`config.mk`:
```
export PLATFORM = sky130hd
export DESIGN_NAME = dp_mem_responder
export DESIGN_NICKNAME = d
export VERILOG_FILES = /design/src/rtl/dp_mem_responder.sv
export SDC_FILE = /design/constraint.sdc
export NUM_CORES = 1
export LEC_CHECK = 0
export ABC_AREA = 1
export CELL_PAD_IN_SITES_DETAIL_PLACEMENT = 0
export CELL_PAD_IN_SITES_GLOBAL_PLACEMENT = 1
export CORE_MARGIN = 2
export CORE_UTILIZATION = 31
export DETAILED_ROUTE_END_ITERATION = 7
export PLACE_DENSITY_LB_ADDON = 0.1
export SLEW_MARGIN = 40
export SYNTH_ARGS = -nofsm -noshare
export SYNTH_HDL_FRONTEND = slang
export SYNTH_SLANG_ARGS = --single-unit
```
`constraint.sdc`:
```
create_clock -name CLK -period 1.7 [get_ports CLK]
set_clock_uncertainty 0.1 [all_clocks]
set_input_delay 0.34 -clock CLK [delete_from_list [all_inputs] [get_ports CLK]]
set_output_delay 0.34 -clock CLK [all_outputs]
set_load 0.02 [all_outputs]
```
`src/rtl/dp_mem_responder.sv`:
```
// Memory-side responder: arbitrates instruction and data requests from the
// datapath onto one single-port, fixed-latency RAM, one access at a time.
//
// state | meaning
// IDLE  | waiting for a request; data requests win over instruction fetches
// BUSY  | RAM access in flight, strobes held, latency counter running
// HIT   | one-cycle completion pulse on ihit or dhit
module dp_mem_responder #(
   parameter int LAT   = 2,
   parameter int CNT_W = 4
) (
   input  logic        CLK,
   input  logic        nRST,
   input  logic        halt,
   input  logic        imemREN,
   input  logic [31:0] imemaddr,
   output logic        ihit,
   output logic [31:0] imemload,
   input  logic        dmemREN,
   input  logic        dmemWEN,
   input  logic [31:0] dmemaddr,
   input  logic [31:0] dmemstore,
   output logic        dhit,
   output logic [31:0] dmemload,
   output logic [31:0] ramaddr,
   output logic [31:0] ramstore,
   output logic        ramREN,
   output logic        ramWEN,
   input  logic [31:0] ramload
);

   typedef enum logic [1:0] {IDLE, BUSY, HIT} state_t;

   state_t             state, next_state;
   logic [CNT_W-1:0]   cnt;
   logic               sel_data;
   logic               accept_d, accept_i;
   logic               last_busy;

   // Byte offset bits are dropped when forming the RAM word address.
   logic unused_addr_bits;
   assign unused_addr_bits = ^{imemaddr[1:0], dmemaddr[1:0]};

   assign last_busy = (state == BUSY) && (cnt == '0);

   // State register.
   always_ff @(posedge CLK or negedge nRST) begin
      if (!nRST) state <= IDLE;
      else       state <= next_state;
   end

   // Next-state and accept decode; data has strict priority over instruction.
   always_comb begin
      next_state = state;
      accept_d   = 1'b0;
      accept_i   = 1'b0;
      case (state)
         IDLE: begin
            if (dmemREN || dmemWEN) begin
               accept_d   = 1'b1;
               next_state = BUSY;
            end else if (imemREN && !halt) begin
               accept_i   = 1'b1;
               next_state = BUSY;
            end
         end
         BUSY:    if (cnt == '0) next_state = HIT;
         HIT:     next_state = IDLE;
         default: next_state = IDLE;
      endcase
   end

   // Transaction registers: RAM request capture, latency down-counter,
   // read-data capture on the last BUSY cycle and the registered hit pulses.
   always_ff @(posedge CLK or negedge nRST) begin
      if (!nRST) begin
         cnt      <= '0;
         sel_data <= 1'b0;
         ramaddr  <= '0;
         ramstore <= '0;
         ramREN   <= 1'b0;
         ramWEN   <= 1'b0;
         imemload <= '0;
         dmemload <= '0;
         ihit     <= 1'b0;
         dhit     <= 1'b0;
      end else begin
         ihit <= 1'b0;
         dhit <= 1'b0;
         if (accept_d) begin
            sel_data <= 1'b1;
            ramaddr  <= {dmemaddr[31:2], 2'b00};
            cnt      <= CNT_W'(LAT - 1);
            if (dmemWEN) begin
               ramWEN   <= 1'b1;
               ramREN   <= 1'b0;
               ramstore <= dmemstore;
            end else begin
               ramREN   <= 1'b1;
               ramWEN   <= 1'b0;
            end
         end else if (accept_i) begin
            sel_data <= 1'b0;
            ramaddr  <= {imemaddr[31:2], 2'b00};
            cnt      <= CNT_W'(LAT - 1);
            ramREN   <= 1'b1;
            ramWEN   <= 1'b0;
         end else if (last_busy) begin
            ramREN <= 1'b0;
            ramWEN <= 1'b0;
            ihit   <= !sel_data;
            dhit   <= sel_data;
            if (ramREN) begin
               if (sel_data) dmemload <= ramload;
               else          imemload <= ramload;
            end
         end else if (state == BUSY) begin
            cnt <= cnt - 1'b1;
         end
      end
   end

endmodule
```
==> Word level (Yosys, flattened, before mapping) <==
Index checks and enable logic that the tools add are counted.
{ "word_totals": {"elab_cells": 64, "in_bits": 134, "register_bits": 139, "out_inout_bits": 132} }
{ "op_classes": {"bitwise_logic": 3, "muxes": 30, "eq_ne": 4, "reduce_logical": 15, "addsub": 1} }
{ "ops": {"columns": ["op", "count"], "rows": [
  ["$mux 32", 2],
  ["$mux 1", 20],
  ["$mux 4", 4],
  ["$reduce_and 5->1", 2],
  ["$mux 2", 3],
  ["$ne 3x3->1 const B", 2],
  ["$reduce_and 2->1", 3],
  ["$reduce_bool 3->1", 2],
  ["$logic_not 4->1", 1],
  ["$pmux 2 s2", 1],
  ["$sub 4x1->4 const B", 1],
  ["$not 1->1", 3],
  ["$eq 2x1->1 const B", 1],
  ["$logic_and 1x1->1", 2],
  ["$logic_not 1->1", 2],
  ["$logic_not 2->1", 1],
  ["$ne 2x1->1 const B", 1],
  ["$reduce_bool 2->1", 1],
  ["$logic_or 1x1->1", 1]
]} }

==> Longest topological paths before layout <==
Gate-level depths: netlist (run 1).
{ "depth": {"depth_word": 7, "ltp_mapped": 8, "mapped_depth_nobuf": 7} }

==> Least setup slack after synthesis (run 1) <==
OpenSTA, ideal clock, no wires.
{ "synth_path": {"kind": "register to register", "start": "reg cnt[0]", "end": "reg dmemload[1]", "stages_incl_launch_ff": 9, "slack_ps": 184, "setup_time_ps": 118, "t_arrival_ps": 1297, "synth_period_minus_slack_ps": 1516, "n_path_buf": 1, "t_required_ps": 1482, "cell_sequence": "dfrtp_1 > inv_1 > ha_1 > nand2_4 > nor2_8 > nand3_4 > buf_6 > nand2_1 > o21ai_2"} }
{ "synth_via": {"elab_chain_len": 3} }
{ "synth_lines": {"columns": ["item", "line", "text"], "rows": [
  ["start: declaration", "35", "logic [CNT_W-1:0] cnt;"],
  ["start signal: assignment", "93", "cnt <= CNT_W'(LAT - 1);"],
  ["start signal: assignment", "105", "cnt <= CNT_W'(LAT - 1);"],
  ["start signal: assignment", "118", "cnt <= cnt - 1'b1;"],
  ["$logic_not 4->1", "44", "assign last_busy = (state == BUSY) && (cnt == '0);"],
  ["$logic_and 1x1->1", "44", null],
  ["$reduce_and 5->1 (no line)", null, null],
  ["end signal: assignment", "114", "if (sel_data) dmemload <= ramload;"],
  ["end: declaration", "24", "output logic [31:0] dmemload,"]
]} }
No other way between the ends.
A chain may end at the register's enable or synchronous reset.

==> Worst setup path after layout (run 1) <==
{ "layout_path": {"start": "reg cnt[0]", "end": "reg dmemload[21]"} }
Same word-level chain as after synthesis.

==> impl_results.md, run 1 <==
- Run status: finished with violations
- Violations in the final reports: design-rule violations
- Async set or reset register ratio after synthesis: 100%
- Post-synthesis share of cell area spent on xor and xnor gates: 0%
- Via/cell ratio: 4.45
- Post-Route WL: 15700 um
- Leading register cell type out of synthesis: sky130_fd_sc_hd__dfrtp_1
- Clock Path Buffers: 2
- Core area: 18100 um^2
- Antenna Nets Post-Route: 0
- Number of warnings issued by yosys: 0
- Starting Density: 31.8%
- Place WS: -0.135 ns
- Unrepaired setup endpoints after global routing: no
- Vias post-DR: 4658
- Number of buffers added by the clock tree synthesis step: 17
- Instance count after placement with tap cells included: 1013
- Number of register bits inferred by synthesis: 137
- Final hold violation count: 0
- Worst hold margin: 0.290 ns
- Number of distinct library cells after synthesis: 23
- Post-synthesis adder-cell area fraction: 0.218%
- Share of Yosys cell area claimed by the top area cell type: 59.7%
- Count of TritonRoute iterations in the first routing pass: 8
- Routability Congestion: 0.748
- WS Path Type: reg -> reg
- Skew-Pair Late Insertion Delay: 0.41 ns
- Fmax achieved: 0.623 GHz
- Pin count of the biggest net entering global routing: 43
- Post-synthesis cell type with the largest combined area: sky130_fd_sc_hd__dfrtp_1
- Vias in the first global route: 4878
- Main area contributors after synthesis: sky130_fd_sc_hd__dfrtp_1, sky130_fd_sc_hd__o21ai_2, sky130_fd_sc_hd__nand2_1, sky130_fd_sc_hd__mux2_1, sky130_fd_sc_hd__o21ai_1
- Largest family of logic cells by synthesized area: compound AO/OA/AOI/OAI gates
- Period utilisation layout: 94.4%
- Post-layout worst setup margin: 0.0955 ns
- Share of the synthesized area in compound gates (AO/OA/AOI/OAI): 14.8%
- Area of all placed cells without fillers: 9190 um^2
- Arrival time reported for the critical path endpoint: 1.81 ns
- Clock slew at reported path FFs: 0.06 ns
- Clock H-tree levels: 4
- Total Neg Setup Slack: 0 ns
- Power density over cell area: 1910 nW/um^2
- Final standard cell count with taps included and fillers excluded: 1047
- Layout cell share with drive strength beyond 1: 15.6%
- Net count of the finished layout: 940
- Clock root buffer master: sky130_fd_sc_hd__clkbuf_16
- Area share of and/or/nand/nor cells after synthesis: 12.3%
- TritonCTS clock tree: done
- Detailed placement HPWL: 11300 um
- Post-detailed-route DRC marker count: 18
- MaxCap Viol Count: 0
- Post-placement cell area: 8710 um^2
- Startpoint Class: register
- Overall die area: 19600 um^2
- # rows: 49
- Relative area change from synthesis to final layout: 60.0%
- Area of the mapped netlist: 5750 um^2
- Most frequent cell after synthesis: sky130_fd_sc_hd__dfrtp_1
- Most used standard cells in the synthesized netlist: sky130_fd_sc_hd__dfrtp_1, sky130_fd_sc_hd__nand2_1, sky130_fd_sc_hd__o21ai_2, sky130_fd_sc_hd__o21ai_1, sky130_fd_sc_hd__inv_1
- Number of sinks on the clock net: 137
- Total Routing Usage GR: 16.4%
- Max Fanout on Critical Path: 26
- Post-CTS setup buffer count: 0
- Number of enable flip-flop cells after synthesis: 0
- Worst VDD drop: 0.710 mV
- Data required time of the critical path: 1.91 ns
- First-pass GRT wire length: 25600 um
- Post-layout power: 17.5 mW
- IO Count: 266
- Critical Path Sink Type: register
- Multiplexer fraction of the synthesized cell area: 6.27%
- Total leakage power: 4.31 nW
- Min Clock Period, post-route: 1.60 ns
- Layout filler cell count: 1667
- Final standard cell utilization of the core: 50.8%
- Antenna diode count: 0
- Port-buffer cells: 259
- Max-slew violation count: 0
- Drt wl/cell: 15.0 um
- Min-delay worst type: in -> async
- Die Height: 140 um
- Instance count of the mapped netlist: 530
- Avg Synthesized Cell Area: 10.8 um^2
- Number of antenna violations at the first check in global routing: 0
- Setup-failing EPs final: 0
- Sequential share of the synthesized area: 59.7%
- Width of the die: 140 um
- Total global routing overflow: 0
- Starting DRT DRC Count: 199
==> cell usage in the layout, fill, tap and decap left out, types with 5 or more instances in the layout <==
master and instances:
sky130_fd_sc_hd__nand2_1 102, sky130_fd_sc_hd__mux2_1 29, sky130_fd_sc_hd__buf_4 11, sky130_fd_sc_hd__clkbuf_16 18, sky130_fd_sc_hd__dfrtp_1 137, sky130_fd_sc_hd__o21ai_2 54, sky130_fd_sc_hd__inv_1 39, sky130_fd_sc_hd__clkdlybuf4s50_1 128
sky130_fd_sc_hd__nor2_1 38, sky130_fd_sc_hd__dlygate4sd2_1 130, sky130_fd_sc_hd__o21ai_1 41, sky130_fd_sc_hd__a21oi_1 32, sky130_fd_sc_hd__buf_12 11, sky130_fd_sc_hd__nand3_1 6, sky130_fd_sc_hd__clkinv_4 5
==> flip-flops by register name, indices dropped and copies added (netlist names), 2 cells and up <==
register  cells
cnt           4
dmemload     32
imemload     32
ramaddr      30
ramstore     32
state         2
==> critical path, cell delays in order, from the launching register on <==
cell                      delay, ns
sky130_fd_sc_hd__dfrtp_1       0.37
sky130_fd_sc_hd__inv_1         0.14
sky130_fd_sc_hd__ha_4          0.18
sky130_fd_sc_hd__nand2_4       0.08
sky130_fd_sc_hd__nor2_8        0.13
sky130_fd_sc_hd__nand3_4       0.14
sky130_fd_sc_hd__buf_12        0.20
sky130_fd_sc_hd__nand2_1       0.09
sky130_fd_sc_hd__o21ai_2       0.05
==> what timing repair did <==
action | CTS | global route
hold buffers | 1 | 0
gates resized for setup | 131 | 2
hold endpoints to repair | 30 | 0
pin swaps | 0 | 1
gates cloned | 0 | 1
setup endpoints to repair | 131 | 19
==> cell type report <==
type,count,area (um^2),share of cell area (%)
clock buffer,19,443,4.82
clock inverter,13,146,1.59
inverter,42,158,1.72
multi-input combinational,323,1950,21.2
sequential,137,3430,37.3
tap,229,287,3.12
timing repair buffer,284,2780,30.3
==> power breakdown <==
group / switching, mW / internal (mW) / leakage, nW / total (mW)
Sequential: 0.813 / 4.89 / 1.55 / 5.70
Combinational: 4.79 / 3.38 / 2.47 / 8.17
Clock: 1.44 / 2.21 / 0.284 / 3.65
==> kinds of logic (layout without fill, tap and decap cells) <==
group,after synthesis,after routing
other,1,2
adders and majority gates,1,1
DFF,137,137
buffers and inverters,71,358
muxes,32,32
and+or+nand+nor,159,159
AOI/OAI and AO/OA,129,129
==> worst paths after layout <==
kind	from	endpoint	slack [ns]	cells after the start
setup reg to reg	cnt[0]$_DFFE_PN0P_	dmemload[21]$_DFFE_PN0P_	0.1	8
hold / removal	nRST	imemload[21]$_DFFE_PN0P_	0.29	2
setup / recovery	cnt[0]$_DFFE_PN0P_	dmemload[21]$_DFFE_PN0P_	0.1	8
min in group CLK	imemload[14]$_DFFE_PN0P_	imemload[14]$_DFFE_PN0P_	0.37	2
max in group asynchronous	nRST	ramstore[16]$_DFFE_PN0P_	0.65	3
hold reg to reg	imemload[14]$_DFFE_PN0P_	imemload[14]$_DFFE_PN0P_	0.37	2
==> routing by layer <==
metal / vias to the layer above / GRT usage, % / share of wire, %
met4: 0 / 5.79 / 1.7
met2: 178 / 27.0 / 47
met5: - / 0 / 0
met3: 23 / 6.60 / 11
met1: 2173 / 19.5 / 40
li1: 2284 / - / -
Note: power is estimated with default switching activity, not from simulation.
==> run 2: changes to the inputs <==
Settings changed: PLACE_DENSITY_LB_ADDON 0.1 to 0.25, SKIP_CTS_REPAIR_TIMING set to 1.
==> run 2 against run 1 <==
The run still ends with design-rule violations left. Wire length is 5.1% higher. Count of clock-buffer cells in the layout is 1 higher. First-iteration DRC count is 4.0% lower. Worst hold slack better by 0.0030 ns. Sequential power is 0.7% higher. Setup slack worse by 0.030 ns. Core utilization is 3.3 points higher. Highest routed layer unchanged.
==> impl_results.md, run 2 (same netlist as run 1, synthesis figures left out) <==
- Run status: finished with violations
- Violations in the final reports: design-rule violations
- Min Clock Period, post-route: 1.63 ns (+0.0301 ns)
- Relative area change from synthesis to final layout: 70.2%
- Switching Fraction: 38.2% (-2.0 points)
- Setup-failing EPs final: 0 (unchanged)
- Total Routing Usage GR: 16.0% (-0.45 points)
- Detailed-routed wire length on met2: 8110 um (+8.7%)
- Arrival time reported for the critical path endpoint: 1.84 ns (+0.03 ns)
- Slack of the worst reg-to-reg path: 0.07 ns (-0.03 ns)
- Top layer reached by signal wires: met4
- Number of antenna violations at the first check in global routing: 0 (unchanged)
- Total net switching power: 7.08 mW (+0.51%)
- Max-slew violation count: 0 (unchanged)
- Critical Path Sink Type: register
- Total leakage power: 5.29 nW (+23%)
- Drt wl/cell: 15.7 um (+4.4%)
- Post-layout power: 18.5 mW (+5.8%)
- Cell-by-cell trace of the critical path: inv_2, ha_4, nand2_4, nor2_8, nand3_4, buf_12, clkbuf_16, nand2_1, o21ai_2
- Comb pwr share: 48.8% (+2.2 points)
- Internal Pwr Total: 11.5 mW (+9.3%)
- Worst Reg2Reg Path Length in Cells: 9 (+1)
- Power density over cell area: 1900 nW/um^2 (-0.60%)
- Worst path bufs/invs: 3 (+1)
- Clock slew at reported path FFs: 0.06 ns (about the same)
- Kind of cell adding the most delay to the critical path: buffers and inverters
- Antenna Nets Post-Route: 0 (unchanged)
- Vias post-DR: 4779 (+2.6%)
- Startpoint Class: register
- Max Fanout on Critical Path: 7 (-73%)
- Period utilisation layout: 96.2% (+1.8 points)
- WS Path Type: reg -> reg
- Vias in the first global route: 4886 (+0.16%)
- Commonest non-fill, non-tap cells in the layout: sky130_fd_sc_hd__dfrtp_1, sky130_fd_sc_hd__dlymetal6s2s_1, sky130_fd_sc_hd__clkdlybuf4s50_1
- # rows: 49 (unchanged)
- First-pass GRT wire length: 25100 um (-1.9%)
- Unrepaired setup endpoints after global routing: no
- Count of TritonRoute iterations in the first routing pass: 8 (unchanged)
- Fmax achieved: 0.612 GHz (-1.8%)
- Regs by FF count: dmemload (32), imemload (32), ramstore (32)
- Number of buffers added by the clock tree synthesis step: 17 (unchanged)
- Met3 routed wirelength: 1520 um (-8.3%)
- Clock H-tree levels: 4 (unchanged)
- Clock root buffer master: sky130_fd_sc_hd__clkbuf_16
- Pin count of the biggest net entering global routing: 65 (+51%)
- Total global routing overflow: 0 (unchanged)
- Worst hold margin: 0.293 ns (+0.00303 ns)
- MaxCap Viol Count: 0 (unchanged)
- IO Count: 266 (unchanged)
- Width of the die: 140 um (unchanged)
- Register share of total power: 31.0% (-1.6 points)
- Starting Density: 31.8% (unchanged)
- Clock Path Buffers: 2 (unchanged)
- Met1 wire length: 6740 um (+6.6%)
- TritonCTS clock tree: done
- Worst VDD drop: 0.735 mV (+3.4%)
- Min-delay worst type: in -> async
- Net count of the finished layout: 948 (+0.85%)
- Final hold violation count: 0 (unchanged)
- Starting DRT DRC Count: 191 (-4.0%)
- Post-detailed-route DRC marker count: 17 (-1)
- Layout cell share with drive strength beyond 1: 16.5% (+0.84 points)
- Slowest CP cell: sky130_fd_sc_hd__dfrtp_1
- Skew-Pair Late Insertion Delay: 0.41 ns (about the same)
- Number of sinks on the clock net: 137 (unchanged)
- Delay of the slowest cell on the worst path: 0.40 ns (+0.03 ns)
- Share of power burned in the clock network: 20.2% (-0.6 points)
- Via/cell ratio: 4.53 (+1.9%)
- Antenna diode count: 0 (unchanged)
- Core area: 18100 um^2 (unchanged)
- Number of cells on the critical path: 9 (+1)
- Destination of the worst register-to-register timing path: dmemload[3]$_DFFE_PN0P_
- Routability Congestion: 0.784 (+4.8%)
- Data required time of the critical path: 1.90 ns (about the same)
- Most common library cell in the layout ignoring fill and taps: sky130_fd_sc_hd__dfrtp_1
- Detailed placement HPWL: 11000 um (-2.7%)
- Die Height: 140 um (unchanged)
- Post-Route WL: 16500 um (+5.1%)
- Reg-to-Reg Start: cnt[0]$_DFFE_PN0P_
- Overall die area: 19600 um^2 (unchanged)
- Port-buffer cells: 259 (unchanged)
## run 2: area by class of cell
type | count | area, um^2
Fill cell | 1528 | 8310
Sequential cell | 137 | 3430
Timing Repair Buffer | 292 | 3370
Multi-Input combinational cell | 323 | 1950
Clock buffer | 20 | 447
Tap cell | 229 | 287
Inverter | 42 | 158
Clock inverter | 11 | 148
## run 2: worst max path at each step
stage               slack, ns                       end               startpoint
floorplan                0.18   dmemload[1]$_DFFE_PN0P_       cnt[0]$_DFFE_PN0P_
global placement         -0.1   ramaddr[30]$_DFFE_PN0P_                  dmemREN
detailed placement      -0.11  ramstore[20]$_DFFE_PN0P_                  dmemWEN
CTS                     -0.19               imemload[2]  imemload[2]$_DFFE_PN0P_
global route             0.02  dmemload[27]$_DFFE_PN0P_       cnt[0]$_DFFE_PN0P_
finish                   0.07   dmemload[3]$_DFFE_PN0P_       cnt[0]$_DFFE_PN0P_
## run 2: layer usage
layer | GRT usage, % | vias to the layer above
met5 | 0 | -
met4 | 4.41 | 0
met3 | 7.86 | 11
met2 | 26.0 | 174
met1 | 18.8 | 2291
li1 | - | 2303
## run 2: stage by stage
stage,setup slack (ns),std cells,util [%],instance area [um^2],setup TNS (ns)
6_report,0.0653,1054,54.1,9780,0
3_5_place_dp,-0.110,1011,47.9,8670,-5.31
4_1_cts,-0.186,1042,51.2,9270,-18.19
5_1_grt,0.0176,1054,54.1,9780,0
3_3_place_gp,-0.0979,1011,47.9,8670,-4.48
2_1_floorplan,0.184,531,-,5750,0
## run 2: power by group through the flow
stage,registers [mW],logic (mW),clock network (mW)
finish,5.74,9.05,3.75
global route,5.96,9.74,4.00
CTS,5.82,9.25,3.84
detailed placement,5.83,9.23,0
global placement,5.74,9.11,0
floorplan,7.67,2.88,0
